$ cat config.mk
export PLATFORM = sky130hd
export DESIGN_NAME = npu_mmap_master
export DESIGN_NICKNAME = d
export VERILOG_FILES = /design/src/rtl/npu_mmap_master_pkg.sv /design/src/rtl/npu_mmap_master_rd_skid.sv /design/src/rtl/npu_mmap_master.sv
export SDC_FILE = /design/constraint.sdc
export NUM_CORES = 1
export LEC_CHECK = 0
export ABC_AREA = 1
export BUFFER_PORTS_ARGS = -buffer_cell sky130_fd_sc_hd__buf_2
export CAP_MARGIN = 25
export CORE_MARGIN = 2
export CORE_UTILIZATION = 58
export CTS_CLUSTER_DIAMETER = 100
export DETAILED_ROUTE_END_ITERATION = 16
export PLACE_DENSITY_LB_ADDON = 0.12
export RECOVER_POWER = 25
export SKIP_CTS_REPAIR_TIMING = 1
export SLEW_MARGIN = 10
export SYNTH_ARGS = -nofsm -noshare
export SYNTH_HDL_FRONTEND = slang
export SYNTH_SLANG_ARGS = --single-unit
export TNS_END_PERCENT = 1
$ cat constraint.sdc
create_clock -name clk -period 3.5 [get_ports clk]
set_input_delay 0.35 -clock clk [delete_from_list [all_inputs] [get_ports clk]]
set_output_delay 0.35 -clock clk [all_outputs]
set_load 0.01 [all_outputs]
$ cat src/rtl/npu_mmap_master_pkg.sv
// Memory map for the NPU slave window plus the shared types of the host-side bus master.
package npu_mmap_master_pkg;

  localparam logic [31:0] IMEM_START   = 32'h1000_0000;
  localparam logic [31:0] IMEM_END     = 32'h1000_1000;
  localparam logic [31:0] WMEM_START   = 32'h1001_0000;
  localparam logic [31:0] WMEM_END     = 32'h1001_4000;
  localparam logic [31:0] BMEM_START   = 32'h1002_0000;
  localparam logic [31:0] BMEM_END     = 32'h1002_0400;
  localparam logic [31:0] OMEM_START   = 32'h1003_0000;
  localparam logic [31:0] OMEM_END     = 32'h1003_2000;
  localparam logic [31:0] PARA_START   = 32'h1004_0000;
  localparam logic [31:0] PARA_END     = 32'h1004_0040;
  localparam logic [31:0] NPU_OP_START = 32'h1005_0000;

  typedef enum logic [2:0] {
    RGN_IMEM = 3'd0,
    RGN_WMEM = 3'd1,
    RGN_BMEM = 3'd2,
    RGN_OMEM = 3'd3,
    RGN_PARA = 3'd4
  } npu_region_e;

  typedef enum logic [1:0] {
    KICK_NONE    = 2'd0,
    KICK_OP0     = 2'd1,
    KICK_OP1     = 2'd2,
    KICK_ILLEGAL = 2'd3
  } npu_kick_e;

  typedef enum logic [2:0] {
    ST_IDLE,
    ST_CHECK,
    ST_WRITE,
    ST_READ,
    ST_DRAIN,
    ST_KICK,
    ST_DONE
  } npu_mst_state_e;

  // Illegal region codes map to an empty window so any length is rejected.
  function automatic logic [31:0] region_start(input logic [2:0] region);
    case (region)
      RGN_IMEM: region_start = IMEM_START;
      RGN_WMEM: region_start = WMEM_START;
      RGN_BMEM: region_start = BMEM_START;
      RGN_OMEM: region_start = OMEM_START;
      RGN_PARA: region_start = PARA_START;
      default:  region_start = '0;
    endcase
  endfunction

  function automatic logic [31:0] region_end(input logic [2:0] region);
    case (region)
      RGN_IMEM: region_end = IMEM_END;
      RGN_WMEM: region_end = WMEM_END;
      RGN_BMEM: region_end = BMEM_END;
      RGN_OMEM: region_end = OMEM_END;
      RGN_PARA: region_end = PARA_END;
      default:  region_end = '0;
    endcase
  endfunction

endpackage

$ cat src/rtl/npu_mmap_master_rd_skid.sv
// Two-entry read-data FIFO between the bus capture point and the read stream.
module npu_rd_skid #(
  parameter int DWidth = 8
) (
  input  logic              clk,
  input  logic              rst_n,
  input  logic              push,
  input  logic [DWidth-1:0] push_data,
  output logic              pop_valid,
  input  logic              pop_ready,
  output logic [DWidth-1:0] pop_data,
  output logic [1:0]        count
);

  logic [DWidth-1:0] mem [2];
  logic              rptr;
  logic              wptr;
  logic [1:0]        cnt;
  logic              pop;

  assign pop       = pop_valid && pop_ready;
  assign pop_valid = (cnt != 2'd0);
  assign pop_data  = mem[rptr];
  assign count     = cnt;

  always_ff @(posedge clk) begin
    if (push) mem[wptr] <= push_data;
  end

  always_ff @(posedge clk or negedge rst_n) begin
    if (!rst_n) begin
      rptr <= 1'b0;
      wptr <= 1'b0;
      cnt  <= '0;
    end else begin
      if (push) wptr <= ~wptr;
      if (pop)  rptr <= ~rptr;
      case ({push, pop})
        2'b10:   cnt <= cnt + 2'd1;
        2'b01:   cnt <= cnt - 2'd1;
        default: cnt <= cnt;
      endcase
    end
  end

endmodule

$ cat src/rtl/npu_mmap_master.sv
// Host-side initiator: checks region-relative commands, streams bytes to/from the NPU slave, optional op kick.
module npu_mmap_master
  import npu_mmap_master_pkg::*;
#(
  parameter int DWidth     = 8,
  parameter int ADDR_WIDTH = 32,
  parameter int LEN_WIDTH  = 16
) (
  input  logic                  clk,
  input  logic                  rst_ni,
  input  logic                  cmd_valid_i,
  output logic                  cmd_ready_o,
  input  logic                  cmd_dir_i,
  input  logic [2:0]            cmd_region_i,
  input  logic [ADDR_WIDTH-1:0] cmd_offset_i,
  input  logic [LEN_WIDTH-1:0]  cmd_len_i,
  input  logic [1:0]            cmd_kick_i,
  input  logic                  wr_valid_i,
  output logic                  wr_ready_o,
  input  logic [DWidth-1:0]     wr_data_i,
  output logic                  rd_valid_o,
  input  logic                  rd_ready_i,
  output logic [DWidth-1:0]     rd_data_o,
  output logic                  cen_o,
  output logic                  wen_o,
  output logic [ADDR_WIDTH-1:0] addr_o,
  output logic [DWidth-1:0]     wdata_o,
  input  logic [DWidth-1:0]     rdata_i,
  output logic                  busy_o,
  output logic                  done_o,
  output logic                  err_o
);

  localparam int SumW = ADDR_WIDTH + 1;

  npu_mst_state_e        state_q, state_d;
  logic                  live_q;
  logic                  dir_q;
  logic [2:0]            region_q;
  logic [1:0]            kick_q;
  logic [ADDR_WIDTH-1:0] offset_q, start_q;
  logic [LEN_WIDTH-1:0]  len_q, idx_q;
  logic                  err_q;
  logic                  rd_beat_q, rd_push_q;
  logic                  cen_q, wen_q;
  logic [ADDR_WIDTH-1:0] addr_q;
  logic [DWidth-1:0]     wdata_q;
  logic [1:0]            buf_count;
  logic [SumW-1:0]       span, size;
  logic                  illegal, last_idx, rd_issue;

  // Reads in flight are the beat on the bus (rd_beat_q) and the beat whose data is due now (rd_push_q).
  always_comb begin
    size     = SumW'(ADDR_WIDTH'(region_end(region_q) - region_start(region_q)));
    span     = SumW'(offset_q) + SumW'(len_q);
    illegal  = (region_q > 3'd4) || (kick_q == KICK_ILLEGAL) || (span > size);
    last_idx = (idx_q == len_q - LEN_WIDTH'(1));
    rd_issue = (state_q == ST_READ) &&
               (({1'b0, buf_count} + 3'(rd_beat_q) + 3'(rd_push_q)) < 3'd2);
  end

  always_ff @(posedge clk or negedge rst_ni) begin
    if (!rst_ni) state_q <= ST_IDLE;
    else         state_q <= state_d;
  end

  always_comb begin
    state_d = state_q;
    case (state_q)
      ST_IDLE:  if (cmd_valid_i && live_q) state_d = ST_CHECK;
      ST_CHECK: begin
        if (illegal)                state_d = ST_DONE;
        else if (len_q == '0)       state_d = ST_KICK;
        else if (dir_q)             state_d = ST_READ;
        else                        state_d = ST_WRITE;
      end
      ST_WRITE: if (wr_valid_i && last_idx) state_d = ST_KICK;
      ST_READ:  if (rd_issue && last_idx)   state_d = ST_DRAIN;
      ST_DRAIN: if (!rd_beat_q && !rd_push_q && buf_count == 2'd0) state_d = ST_KICK;
      ST_KICK:  state_d = ST_DONE;
      ST_DONE:  state_d = ST_IDLE;
      default:  state_d = ST_IDLE;
    endcase
  end

  always_ff @(posedge clk or negedge rst_ni) begin
    if (!rst_ni) begin
      live_q    <= 1'b0;
      dir_q     <= 1'b0;
      region_q  <= '0;
      kick_q    <= '0;
      offset_q  <= '0;
      len_q     <= '0;
      start_q   <= '0;
      idx_q     <= '0;
      err_q     <= 1'b0;
      rd_beat_q <= 1'b0;
      rd_push_q <= 1'b0;
      cen_q     <= 1'b1;
      wen_q     <= 1'b1;
      addr_q    <= '0;
      wdata_q   <= '0;
    end else begin
      live_q    <= 1'b1;
      cen_q     <= 1'b1;
      wen_q     <= 1'b1;
      rd_beat_q <= 1'b0;
      rd_push_q <= rd_beat_q;
      case (state_q)
        ST_IDLE: begin
          if (cmd_valid_i && live_q) begin
            dir_q    <= cmd_dir_i;
            region_q <= cmd_region_i;
            kick_q   <= cmd_kick_i;
            offset_q <= cmd_offset_i;
            len_q    <= cmd_len_i;
            idx_q    <= '0;
          end
        end
        ST_CHECK: begin
          start_q <= ADDR_WIDTH'(region_start(region_q)) + offset_q;
          err_q   <= illegal;
        end
        ST_WRITE: begin
          if (wr_valid_i) begin
            cen_q   <= 1'b0;
            wen_q   <= 1'b0;
            addr_q  <= start_q + ADDR_WIDTH'(idx_q);
            wdata_q <= wr_data_i;
            idx_q   <= idx_q + LEN_WIDTH'(1);
          end
        end
        ST_READ: begin
          if (rd_issue) begin
            cen_q     <= 1'b0;
            addr_q    <= start_q + ADDR_WIDTH'(idx_q);
            idx_q     <= idx_q + LEN_WIDTH'(1);
            rd_beat_q <= 1'b1;
          end
        end
        ST_KICK: begin
          if (kick_q != KICK_NONE) begin
            cen_q   <= 1'b0;
            wen_q   <= 1'b0;
            addr_q  <= (kick_q == KICK_OP1) ? ADDR_WIDTH'(NPU_OP_START + 32'd4)
                                            : ADDR_WIDTH'(NPU_OP_START);
            wdata_q <= DWidth'(1);
          end
        end
        default: ;
      endcase
    end
  end

  npu_rd_skid #(.DWidth(DWidth)) u_rd_skid (
    .clk       (clk),
    .rst_n     (rst_ni),
    .push      (rd_push_q),
    .push_data (rdata_i),
    .pop_valid (rd_valid_o),
    .pop_ready (rd_ready_i),
    .pop_data  (rd_data_o),
    .count     (buf_count)
  );

  assign cmd_ready_o = (state_q == ST_IDLE) && live_q;
  assign wr_ready_o  = (state_q == ST_WRITE);
  assign busy_o      = (state_q != ST_IDLE);
  assign done_o      = (state_q == ST_DONE);
  assign err_o       = (state_q == ST_DONE) && err_q;
  assign cen_o       = cen_q;
  assign wen_o       = wen_q;
  assign addr_o      = addr_q;
  assign wdata_o     = wdata_q;

endmodule

==> summary.md, run 1 <==
| Metric | Value |
|---|---|
| Pwr Density | 1030 mW/mm² |
| Largest net degree at the start of global routing | 63 |
| Antenna diode instance count | 0 |
| Crit path max-delay family | simple AND/OR/NAND/NOR gates |
| WP buf/inv | 0 |
| Global-route wire length before repair | 47,600 µm |
| Cell Chain, Critical Path | ha_2 > fa_2 > nand3_2 > nand3_2 > nand2_2 > nand2_2 > a21oi_2 > xnor2_1 > ha_1 > nand2_2 > nor2_4 > nand3_2 > nor3_2 > nand4_1 > nor2_1 > nand2_1 > nor2_1 > nand3b_1 > nand2_2 > nand2_2 > o21ai_1 > nand2_1 |
| Routed Antenna Nets | 0 |
| Fmax | 307 MHz |
| Total track usage | 30.9% |
| Failing checks | capacitance limit, slew limit |
| Final Skew | 0.0121 ns |
| Final WS setup | 0.241 ns |
| Minimum clock period | 3.26 ns |
| GR Util met1 | 45.9% |
| Fraction of registers with async set/reset | 90.6% |
| TritonRoute pass-1 iters | 5 |
| Initial antenna violation count | 0 |
| Met2 Track Usage GR | 47.6% |
| Fillers | 1,590 |
| Pleak | 6.30 nW |
| R2r setup slk | 0.24 ns |
| Max-Cap Viols | 1 |
| CORE AREA | 0.0180 mm² |
| Slowest cell on crit path | dfrtp_1 |
| Critical path peak fanout | 3 |
| Synth-to-layout area growth | 16.6% |
| DR WL/cell | 16.0 µm |
| # IOs | 131 |
| Leading cell type in the layout, fill and taps excluded | nand2_1 |
| Cells after synthesis | 1,454 |
| Pre-CTS WS | 0.0590 ns |
| Slew margin rel. | -4.90% |
| Area post-placement | 0.0116 mm² |
| Vias in the first global route | 9,209 |
| CTS tree | done |
| Met3 usage | 5.16% |
| Critical Path RT | 3.82 ns |
| Setup-failing EPs final | 0 |
| Drt total wl | 29,500 µm |
| Worst Hold Class | input pin to flop |
| Register area share after synthesis | 41.0% |
| Multi-input combinational cell area | 0.00557 mm² |
| Synthesized flop and latch total | 171 |
| Commonest non-fill, non-tap cells in the layout | nand2_1, inv_1, dfrtp_1, o21ai_0 |
| I/O Buffers | 130 |
| Crit. End Element | flop |
| Final #Nets | 1,723 |
| Design Area, Final | 0.0124 mm² |
| CP Launch Type | flop |
| CTS H-Tree Depth | 4 |
| Number of DRC markers in iteration 0 | 740 |
| Most crowded layer after global routing | met2 |
| GRT Residual Overflow | 0 |
| Share of cells above drive strength 1 | 15.7% |
| # clock sinks | 171 |
| Initial Util | 59.2% |
| Drt drc | 0 |
| Status | finished with violations |
| Seq. cell area | 0.00436 mm² |
| Slew Limit Fails | 63 |
| EDFF count, synth | 16 |
| Clk Latency, worst-skew pair | 0.44 ns |
| Slew @ Worst Pin | 1.57 ns |
| DIE HEIGHT | 139 µm |
| Routability-driven placement congestion ratio | 1.02 |
| Netlist cell types | 53 |
| Die W | 139 µm |
| DIE AREA | 0.0194 mm² |
| Clk root buf | clkbuf_16 |
| Max IR drop VDD | 0.475 mV |
| RSZ-0062 raised after global routing | yes |
| Worst-path clk slew | 0.08 ns |
| Main synth FF type | dfrtp_1 |
| Avg Cell Area, Syn | 7.31 µm² |
| Post-Syn Area | 0.0106 mm² |
| Longest Clk Path Bufs | 2 |
| Net Count, Synth | 1,577 |
| Synth Warn # | 0 |
| Final Hold Viols | 0 |
| Total vias in the final route | 9,968 |
| Critical path class | flop to flop |
| Period utilization | 93.1% |
| Standard-cell rows | 49 |
| Worst Path Arrival | 3.58 ns |
| Setup_tns | 0 ns |
| Final HPWL DP | 23,300 µm |
| TritonCTS Buffers | 17 |
| Slowest stage delay, CP | 0.41 ns |
| Most frequent CP cell | nand2_2 |
| Final Hold Slack | 0.0987 ns |
| Vias per std cell | 5.41 |
-- Yosys cell counts (5+ instances only) --
master,number,area share (%)
or2_2,7,0.41
o21ai_0,129,6.1
o31ai_1,5,0.35
dfrtp_1,153,36
nand2_1,461,16
nor2_4,5,0.53
xor2_1,31,2.6
edfxtp_1,16,4.5
nand3_1,69,3.2
xnor2_1,15,1.2
nor3_1,24,1.1
nand4_1,19,1.1
a21oi_1,56,2.6
ha_1,45,5.3
inv_2,11,0.39
inv_1,179,6.3
nor2_2,8,0.47
a21o_1,6,0.42
o21ai_1,7,0.33
nor2_1,119,4.2
clkbuf_1,19,0.67
-- metal layers --
| metal | wire [µm] | up-vias | part of all wire, % |
|---|---|---|---|
| li1 | - | 4956 | - |
| met1 | 13900 | 4617 | 47 |
| met2 | 13100 | 365 | 44 |
| met3 | 2120 | 30 | 7.2 |
| met4 | 440 | 0 | 1.5 |
| met5 | 0 | - | 0 |
-- where the power goes --
part | leakage, nW | internal, mW | switching (mW)
registers | 2.07 | 2.86 | 0.818
logic | 3.93 | 2.56 | 4.49
clock network | 0.299 | 1.04 | 0.938
-- path summary, 6_finish.rpt --
check / startpoint / end / cells after the start
max: len_q[0] / state_q[1] / 22
min: rdata_i[2] / u_rd_skid.mem[0][2] / 1
max reg2reg: len_q[0] / state_q[1] / 22
min reg2reg: rd_beat_q / rd_push_q / 0
max in group asynchronous: rst_ni / wen_o / 3
min in group asynchronous: rst_ni / addr_o[31] / 2
-- worst register-to-register path: cells and delay by family (launching register included) --
kind	cells	cell delay, ns
AOI/OAI and AO/OA	2	0.34
DFF	1	0.41
xor gates and xnor gates	1	0.09
adders and majority gates	3	0.91
and+or+nand+nor	16	1.42
-- sequential cells by signal (all words and copies together) (netlist names), 8 cells and up --
name and flops:
len_q 16, idx_q 16, offset_q 32, u_rd_skid.mem 16, addr_o 32, wdata_o 8, start_q 32
-- metrics by stage --
stage / cells / power [mW] / util [%]
floorplan: 1454 / 8.13 / -
global placement: 1806 / 10.2 / 64.7
detailed placement: 1806 / 10.3 / 64.7
CTS: 1838 / 12.3 / 68.1
global route: 1842 / 13.8 / 69.0
finish: 1842 / 12.7 / 69.0
-- kinds of logic (layout without fill, tap and decap cells) --
logic type | count (synthesis) | after routing | share of synthesized area (%)
other | 1 | 1 | 0.0353
AND/OR/NAND/NOR | 740 | 740 | 29.8
XOR/XNOR | 46 | 46 | 3.79
flip-flops | 171 | 171 | 41.0
adder cells (fa/ha/maj) | 48 | 48 | 5.86
buffers and inverters | 222 | 381 | 7.92
AO/OA/AOI/OAI | 226 | 226 | 11.5
-- cell type report --
cell class,instances,area share [%]
Multi-Input combinational cell,1061,45.0
Sequential cell,171,35.2
Timing Repair Buffer,154,6.59
Inverter,195,5.92
Clock buffer,17,3.43
Tap cell,229,2.31
Clock inverter,15,1.55
No activity file was read; power rests on OpenSTA's default activity.
==> inputs of run 2 (changes only) <==
--- a/config.mk
+++ b/config.mk
@@ -13,7 +13,7 @@
 export CTS_CLUSTER_DIAMETER = 100
 export DETAILED_ROUTE_END_ITERATION = 16
 export PLACE_DENSITY_LB_ADDON = 0.12
-export RECOVER_POWER = 25
+export RECOVER_POWER = 100
 export SKIP_CTS_REPAIR_TIMING = 1
 export SLEW_MARGIN = 10
 export SYNTH_ARGS = -nofsm -noshare
==> summary.md, run 2 (same netlist as run 1, synthesis figures left out) <==
| Metric | Value |
|---|---|
| Status | finished with violations (unchanged) |
| Failing checks | capacitance limit, slew limit (unchanged) |
| Internal | 6.38 mW (was 6.45 mW) |
| Largest net degree at the start of global routing | 63 (unchanged) |
| Setup-failing EPs final | 0 (unchanged) |
| R2r setup slk | 0.23 ns (was 0.24 ns) |
| Final #Nets | 1,723 (unchanged) |
| Critical Path RT | 3.82 ns (about the same) |
| DIE HEIGHT | 139 µm (unchanged) |
| Vias per std cell | 5.40 (was 5.41) |
| Final HPWL DP | 23,300 µm (unchanged) |
| CTS tree | done (unchanged) |
| Period utilization | 93.5% (was 93.1%) |
| Minimum clock period | 3.27 ns (was 3.26 ns) |
| Slew margin rel. | -33.1% (was -4.90%) |
| Share of cells above drive strength 1 | 12.3% (was 15.7%) |
| Die W | 139 µm (unchanged) |
| Critical path peak fanout | 3 (unchanged) |
| Switching power total | 6.24 mW (was 6.25 mW) |
| Setup_tns | 0 ns (unchanged) |
| GRT Residual Overflow | 0 (unchanged) |
| Routability-driven placement congestion ratio | 1.02 (unchanged) |
| TritonRoute pass-1 iters | 5 (unchanged) |
| # IOs | 131 (unchanged) |
| Total vias in the final route | 9,941 (was 9,968) |
| Final Hold Viols | 0 (unchanged) |
| Drt drc | 0 (unchanged) |
| Worst Hold Class | input pin to flop (unchanged) |
| Initial antenna violation count | 0 (unchanged) |
| Fmax | 306 MHz (was 307 MHz) |
| Longest Clk Path Bufs | 2 (unchanged) |
| RSZ-0062 raised after global routing | yes (unchanged) |
| Drt total wl | 29,700 µm (was 29,500 µm) |
| Standard-cell rows | 49 (unchanged) |
| Design Area, Final | 0.0123 mm² (was 0.0124 mm²) |
| I/O Buffers | 130 (unchanged) |
| DR WL/cell | 16.1 µm (was 16.0 µm) |
| Total track usage | 30.9% (unchanged) |
| Pleak | 6.14 nW (was 6.30 nW) |
| Worst-path clk slew | 0.08 ns (about the same) |
| Slew Limit Fails | 116 (was 63) |
| WP buf/inv | 0 (unchanged) |
| Comb pwr share | 55.2% (was 55.5%) |
| Max-Cap Viols | 2 (was 1) |
| Routed Antenna Nets | 0 (unchanged) |
| Commonest non-fill, non-tap cells in the layout | nand2_1, inv_1, dfrtp_1, o21ai_0, nor2_1 (was nand2_1, inv_1, dfrtp_1, o21ai_0) |
| Clock power frac | 15.6% (about the same) |
| Critical path class | flop to flop (unchanged) |
| Switching part of the total | 49.5% (was 49.2%) |
| Worst Path Arrival | 3.59 ns (was 3.58 ns) |
| Reg power frac | 29.1% (was 28.9%) |
| Crit path max-delay family | simple AND/OR/NAND/NOR gates (unchanged) |
| Area post-placement | 0.0116 mm² (unchanged) |
| # clock sinks | 171 (unchanged) |
| Synth-to-layout area growth | 15.7% (was 16.6%) |
| TritonCTS Buffers | 17 (unchanged) |
| Max IR drop VDD | 0.475 mV (about the same) |
| CP Launch Type | flop (unchanged) |
| Final Skew | 0.0101 ns (was 0.0121 ns) |
| Clk root buf | clkbuf_16 (unchanged) |
| CTS H-Tree Depth | 4 (unchanged) |
| Clk Latency, worst-skew pair | 0.43 ns (was 0.44 ns) |
| Slowest cell on crit path | dfrtp_1 (unchanged) |
| DIE AREA | 0.0194 mm² (unchanged) |
| CORE AREA | 0.0180 mm² (unchanged) |
| Slowest stage delay, CP | 0.41 ns (about the same) |
| Slew @ Worst Pin | 2.00 ns (was 1.57 ns) |
| Initial Util | 59.2% (unchanged) |
| Global-route wire length before repair | 47,600 µm (unchanged) |
| Number of DRC markers in iteration 0 | 717 (was 740) |
| Pwr Density | 1030 mW/mm² (about the same) |
| Antenna diode instance count | 0 (unchanged) |
| Leading cell type in the layout, fill and taps excluded | nand2_1 (unchanged) |
| Cell Chain, Critical Path | ha_2 > fa_2 > nand3_2 > nand3_2 > nand2_2 > nand2_2 > a21oi_2 > xnor2_1 > ha_1 > nand2_2 > nor2_4 > nand3_2 > nor3_2 > nand4_1 > nor2_1 > nand2_1 > nor2_1 > nand3b_1 > nand2_2 > nand2_2 > o21ai_1 > nand2_1 (unchanged) |
| Crit. End Element | flop (unchanged) |
| Vias in the first global route | 9,209 (unchanged) |
| Most frequent CP cell | nand2_2 (unchanged) |
| Final core occ | 68.4% (was 69.0%) |
[run 2: metrics by stage]
stage	total power [mW]	cells	hold WS, ns	setup WS, ns
6_report	12.6	1842	0.0996	0.228
5_1_grt	13.7	1842	0.0785	-0.0718
4_1_cts	12.3	1838	-0.0950	-0.00630
3_5_place_dp	10.3	1806	0.364	0.0590
3_3_place_gp	10.2	1806	0.354	0.0895
2_1_floorplan	8.13	1454	0.0544	0.473
[run 2: cell type report]
cell class	count	area, µm²
fill	1630	5670
clock buffer	17	425
sequential	171	4360
inverter	195	733
timing repair buffer	154	741
clock inverter	15	191
multi-input combinational	1061	5550
tap	229	287
[run 2: path summary, 6_finish.rpt]
kind | start | depth (start not counted) | to
max | len_q[0] | 22 | state_q[1]
min | rdata_i[2] | 1 | u_rd_skid.mem[0][2]
max reg2reg | len_q[0] | 22 | state_q[1]
min reg2reg | rd_beat_q | 0 | rd_push_q
max in group asynchronous | rst_ni | 3 | start_q[0]
min in group asynchronous | rst_ni | 2 | addr_o[31]
[run 2: worst register-to-register path, delay by kind of cell, from the launching register on]
family	cells	cell delay (ns)
simple gates	16	1.42
fa+ha+maj	3	0.91
flops	1	0.41
compound gates	2	0.34
xor+xnor	1	0.09
[run 2: per-layer routing]
layer | track usage, % | up-vias | wire length (µm)
li1 | - | 4962 | -
met4 | 7.55 | 0 | 443
met2 | 47.6 | 347 | 13200
met5 | 0 | - | 0
met1 | 45.9 | 4599 | 14000
met3 | 5.16 | 33 | 2050
[run 2: power by group through the flow]
stage	logic, mW	clock network (mW)	registers (mW)
after floorplan	4.60	0	3.53
after global placement	6.60	0	3.61
after detailed placement	6.64	0	3.66
after CTS	6.71	1.99	3.62
after global routing	7.82	2.08	3.79
final	6.97	1.97	3.68
==> inputs of run 3 (changes only) <==
--- a/config.mk
+++ b/config.mk
@@ -5,7 +5,6 @@
 export SDC_FILE = /design/constraint.sdc
 export NUM_CORES = 1
 export LEC_CHECK = 0
-export ABC_AREA = 1
 export BUFFER_PORTS_ARGS = -buffer_cell sky130_fd_sc_hd__buf_2
 export CAP_MARGIN = 25
 export CORE_MARGIN = 2
==> summary.md, run 3 <==
| Metric | Value |
|---|---|
| Antenna diode instance count | 0 (unchanged) |
| R2r setup slk | -0.67 ns (was 0.23 ns) |
| Switching power total | 1.30 mW (was 6.24 mW) |
| Clk root buf | clkbuf_16 (unchanged) |
| Area leader, netlist | dfrtp_1 (unchanged) |
| Vias in the first global route | 7,709 (was 9,209) |
| CTS H-Tree Depth | 4 (unchanged) |
| Die W | 135 µm (was 139 µm) |
| Final WS setup | -0.669 ns (was 0.228 ns) |
| Final Hold Slack | 0.109 ns (was 0.0996 ns) |
| Internal | 3.29 mW (was 6.38 mW) |
| Hold_sp | rdata_i[2] (unchanged) |
| Total vias in the final route | 8,375 (was 9,941) |
| Period utilization | 119% (was 93.5%) |
| Most common library cells after synthesis | nand2_1, dfrtp_1, o21ai_0 (was nand2_1, inv_1, dfrtp_1) |
| Post-Synth Simple-Gate Area | 18.1% (was 29.8%) |
| Netlist cell types | 76 (was 53) |
| DIE HEIGHT | 135 µm (was 139 µm) |
| Total power | 4.60 mW (was 12.6 mW) |
| Clk Latency, worst-skew pair | 0.43 ns (about the same) |
| Status | finished with violations (unchanged) |
| Cells after synthesis | 1,059 (was 1,454) |
| Hold depth | 1 (unchanged) |
| Routed Antenna Nets | 0 (unchanged) |
| Compound-gate portion of the synthesized area | 14.7% (was 11.5%) |
| Max-Cap Viols | 2 (unchanged) |
| Comb pwr share | 11.1% (was 55.2%) |
| Slew margin rel. | -32.9% (was -33.1%) |
| Routability-driven placement congestion ratio | 0.882 (was 1.02) |
| Max IR drop VDD | 0.407 mV (was 0.475 mV) |
| Synth Warn # | 0 (unchanged) |
| Leading cell type in the layout, fill and taps excluded | nand2_1 (unchanged) |
| I/O Buffers | 130 (unchanged) |
| Critical path class | flop to flop (unchanged) |
| Worst-path clk slew | 0.07 ns (was 0.08 ns) |
| Standard-cell rows | 48 (was 49) |
| Final HPWL DP | 18,600 µm (was 23,300 µm) |
| Initial Util | 58.6% (was 59.2%) |
| TritonRoute pass-1 iters | 5 (unchanged) |
| Clock power frac | 40.6% (was 15.6%) |
| Crit. End Element | flop (unchanged) |
| Drt total wl | 24,300 µm (was 29,700 µm) |
| Largest net degree at the start of global routing | 84 (was 63) |
| Post-Syn Area | 0.0100 mm² (was 0.0106 mm²) |
| Synth top area share | 38.2% (was 36.0%) |
| Pwr Density | 387 mW/mm² (was 1030 mW/mm²) |
| CORE AREA | 0.0171 mm² (was 0.0180 mm²) |
| Register area share after synthesis | 43.5% (was 41.0%) |
| Longest Clk Path Bufs | 2 (unchanged) |
| Main synth FF type | dfrtp_1 (unchanged) |
| Net Count, Synth | 1,182 (was 1,577) |
| Worst Hold Class | input pin to flop (unchanged) |
| Worst r2r src | len_q[0] (unchanged) |
| Synthesized flop and latch total | 171 (unchanged) |
| R2r endpoint | state_q[1] (unchanged) |
| Slew Limit Fails | 161 (was 116) |
| GRT Residual Overflow | 0 (unchanged) |
| Total track usage | 26.8% (was 30.9%) |
| EDFF count, synth | 16 (unchanged) |
| Synth top area cells | dfrtp_1, mux2_2, nand2_1 (was dfrtp_1, nand2_1, inv_1) |
| Slowest stage delay, CP | 0.40 ns (was 0.41 ns) |
| DR WL/cell | 16.5 µm (was 16.1 µm) |
| Fmax | 240 MHz (was 306 MHz) |
| Global-route wire length before repair | 38,900 µm (was 47,600 µm) |
| RSZ-0062 raised after global routing | yes (unchanged) |
| Final Skew | 0.00952 ns (was 0.0101 ns) |
| Critical Path RT | 3.80 ns (was 3.82 ns) |
| # clock sinks | 171 (unchanged) |
| Most frequent cell after synthesis | nand2_1 (unchanged) |
| Post-synthesis adder-cell area fraction | 6.21% (was 5.86%) |
| Pleak | 5.59 nW (was 6.14 nW) |
| Worst Path Arrival | 4.47 ns (was 3.59 ns) |
| Failing checks | capacitance limit, slew limit, setup timing (was capacitance limit, slew limit) |
| Critical path peak fanout | 4 (was 3) |
| Vias per std cell | 5.69 (was 5.40) |
| # IOs | 131 (unchanged) |
| Slew @ Worst Pin | 1.99 ns (was 2.00 ns) |
| Initial antenna violation count | 0 (unchanged) |
| Worst reg2reg path depth | 19 (was 22) |
| Share of cells above drive strength 1 | 20.2% (was 12.3%) |
| Fraction of registers with async set/reset | 90.6% (unchanged) |
| Hold EP | u_rd_skid.mem[1][2] (was u_rd_skid.mem[0][2]) |
| Commonest non-fill, non-tap cells in the layout | nand2_1, dfrtp_1, o21ai_0, nor2_1, buf_2 (was nand2_1, inv_1, dfrtp_1, o21ai_0, nor2_1) |
| Number of DRC markers in iteration 0 | 519 (was 717) |
| Reg power frac | 48.3% (was 29.1%) |
| Synth-to-layout area growth | 18.5% (was 15.7%) |
| Drt drc | 0 (unchanged) |
| Area share of xor/xnor cells in the synthesized design | 7.95% (was 3.79%) |
| Cell Chain, Critical Path | ha_2 > fa_2 > a21o_1 > a221oi_4 > o221ai_2 > o22ai_2 > o21bai_1 > a21oi_1 > xnor2_1 > ha_1 > nand4_1 > nor4b_2 > nand2_1 > o31a_1 > o31ai_4 > o2111ai_2 > nor4_2 > buf_4 > a31oi_1 (was ha_2 > fa_2 > nand3_2 > nand3_2 > nand2_2 > nand2_2 > a21oi_2 > xnor2_1 > ha_1 > nand2_2 > nor2_4 > nand3_2 > nor3_2 > nand4_1 > nor2_1 > nand2_1 > nor2_1 > nand3b_1 > nand2_2 > nand2_2 > o21ai_1 > nand2_1) |
| Minimum clock period | 4.17 ns (was 3.27 ns) |
| CTS tree | done (unchanged) |
| DIE AREA | 0.0184 mm² (was 0.0194 mm²) |
| Largest family of logic cells by synthesized area | simple AND/OR/NAND/NOR gates (unchanged) |
| Final #Nets | 1,358 (was 1,723) |
| Avg Cell Area, Syn | 9.47 µm² (was 7.31 µm²) |
| Switching part of the total | 28.4% (was 49.5%) |
| Mux contribution to synthesized area | 6.49% (was 0%) |
| Final Hold Viols | 0 (unchanged) |
| TritonCTS Buffers | 17 (unchanged) |
| Setup-failing EPs final | 4 (was 0) |
| Slowest cell on crit path | fa_2 (was dfrtp_1) |
| CP Launch Type | flop (unchanged) |
## run 3: cell types whose count changed after synthesis, moves of 11 or more
cell,change
nor2b_1,+12
o21ai_0,-39
xnor2_1,+28
inv_2,-11
nand2b_1,+15
inv_1,-151
nor2_1,-46
xor2_1,+17
mux2_2,+56
nand3_1,-47
nand2_1,-297
a21oi_1,-17
clkbuf_1,+21
## run 3: per-stage QoR
stage | instances | utilization, % | area [µm²] | setup slack (ns) | TNS (ns)
after detailed placement | 1439 | 66.4 | 11400 | -0.682 | -2.67
final | 1473 | 69.4 | 11900 | -0.669 | -2.63
after CTS | 1471 | 69.9 | 12000 | -0.698 | -2.74
after global routing | 1473 | 69.4 | 11900 | -0.887 | -3.61
after floorplan | 1059 | - | 10000 | -0.462 | -1.79
after global placement | 1439 | 66.4 | 11400 | -0.538 | -2.09
## run 3: worst max-delay path: cells and delay by family, from the launching register on
| kind | cells | cell delay [ns] |
|---|---|---|
| adder cells (fa/ha/maj) | 3 | 0.92 |
| AO/OA/AOI/OAI | 10 | 1.86 |
| flip-flops | 1 | 0.38 |
| buffers and inverters | 1 | 0.17 |
| AND/OR/NAND/NOR | 4 | 0.61 |
| XOR/XNOR | 1 | 0.10 |
## run 3: cell type report
cell class                 instances  area [µm²]
tap                              225         282
clock inverter                    15         173
timing repair buffer             205        1110
multi-input combinational        812        5420
inverter                          28         105
clock buffer                      17         425
fill                            1412        5240
sequential                       171        4360
## run 3: cells by family after synthesis
kind of cell / count (synthesis)
other: 1
xor gates and xnor gates: 91
buffers and inverters: 76
muxes: 58
DFF: 171
and+or+nand+nor: 384
adders and majority gates: 48
AOI/OAI and AO/OA: 230
## run 3: how the worst max path moves through the flow
stage	from	end	slack, ns	depth (start not counted)
finish	len_q[0]	state_q[1]	-0.67	19
detailed placement	len_q[0]	state_q[1]	-0.68	19
CTS	len_q[0]	state_q[1]	-0.70	19
floorplan	len_q[0]	state_q[1]	-0.46	18
global route	len_q[0]	err_q	-0.89	19
global placement	len_q[0]	state_q[1]	-0.54	19
## run 3: power by group through the flow
stage | Combinational (mW) | Sequential [mW] | Clock (mW)
after detailed placement | 0.539 | 2.26 | 0
after floorplan | 0.345 | 2.22 | 0
final | 0.512 | 2.22 | 1.86
after CTS | 0.543 | 2.22 | 1.90
after global routing | 0.574 | 2.24 | 1.97
after global placement | 0.528 | 2.25 | 0
## run 3: routing by layer
layer | vias up | routed length [µm] | part of all wire [%] | global-route usage (%)
met5 | - | 0 | 0 | 0
met2 | 246 | 11100 | 46 | 43.3
met3 | 34 | 1150 | 4.7 | 3.25
met4 | 0 | 369 | 1.5 | 7.41
li1 | 4108 | - | - | -
met1 | 3987 | 11600 | 48 | 38.6
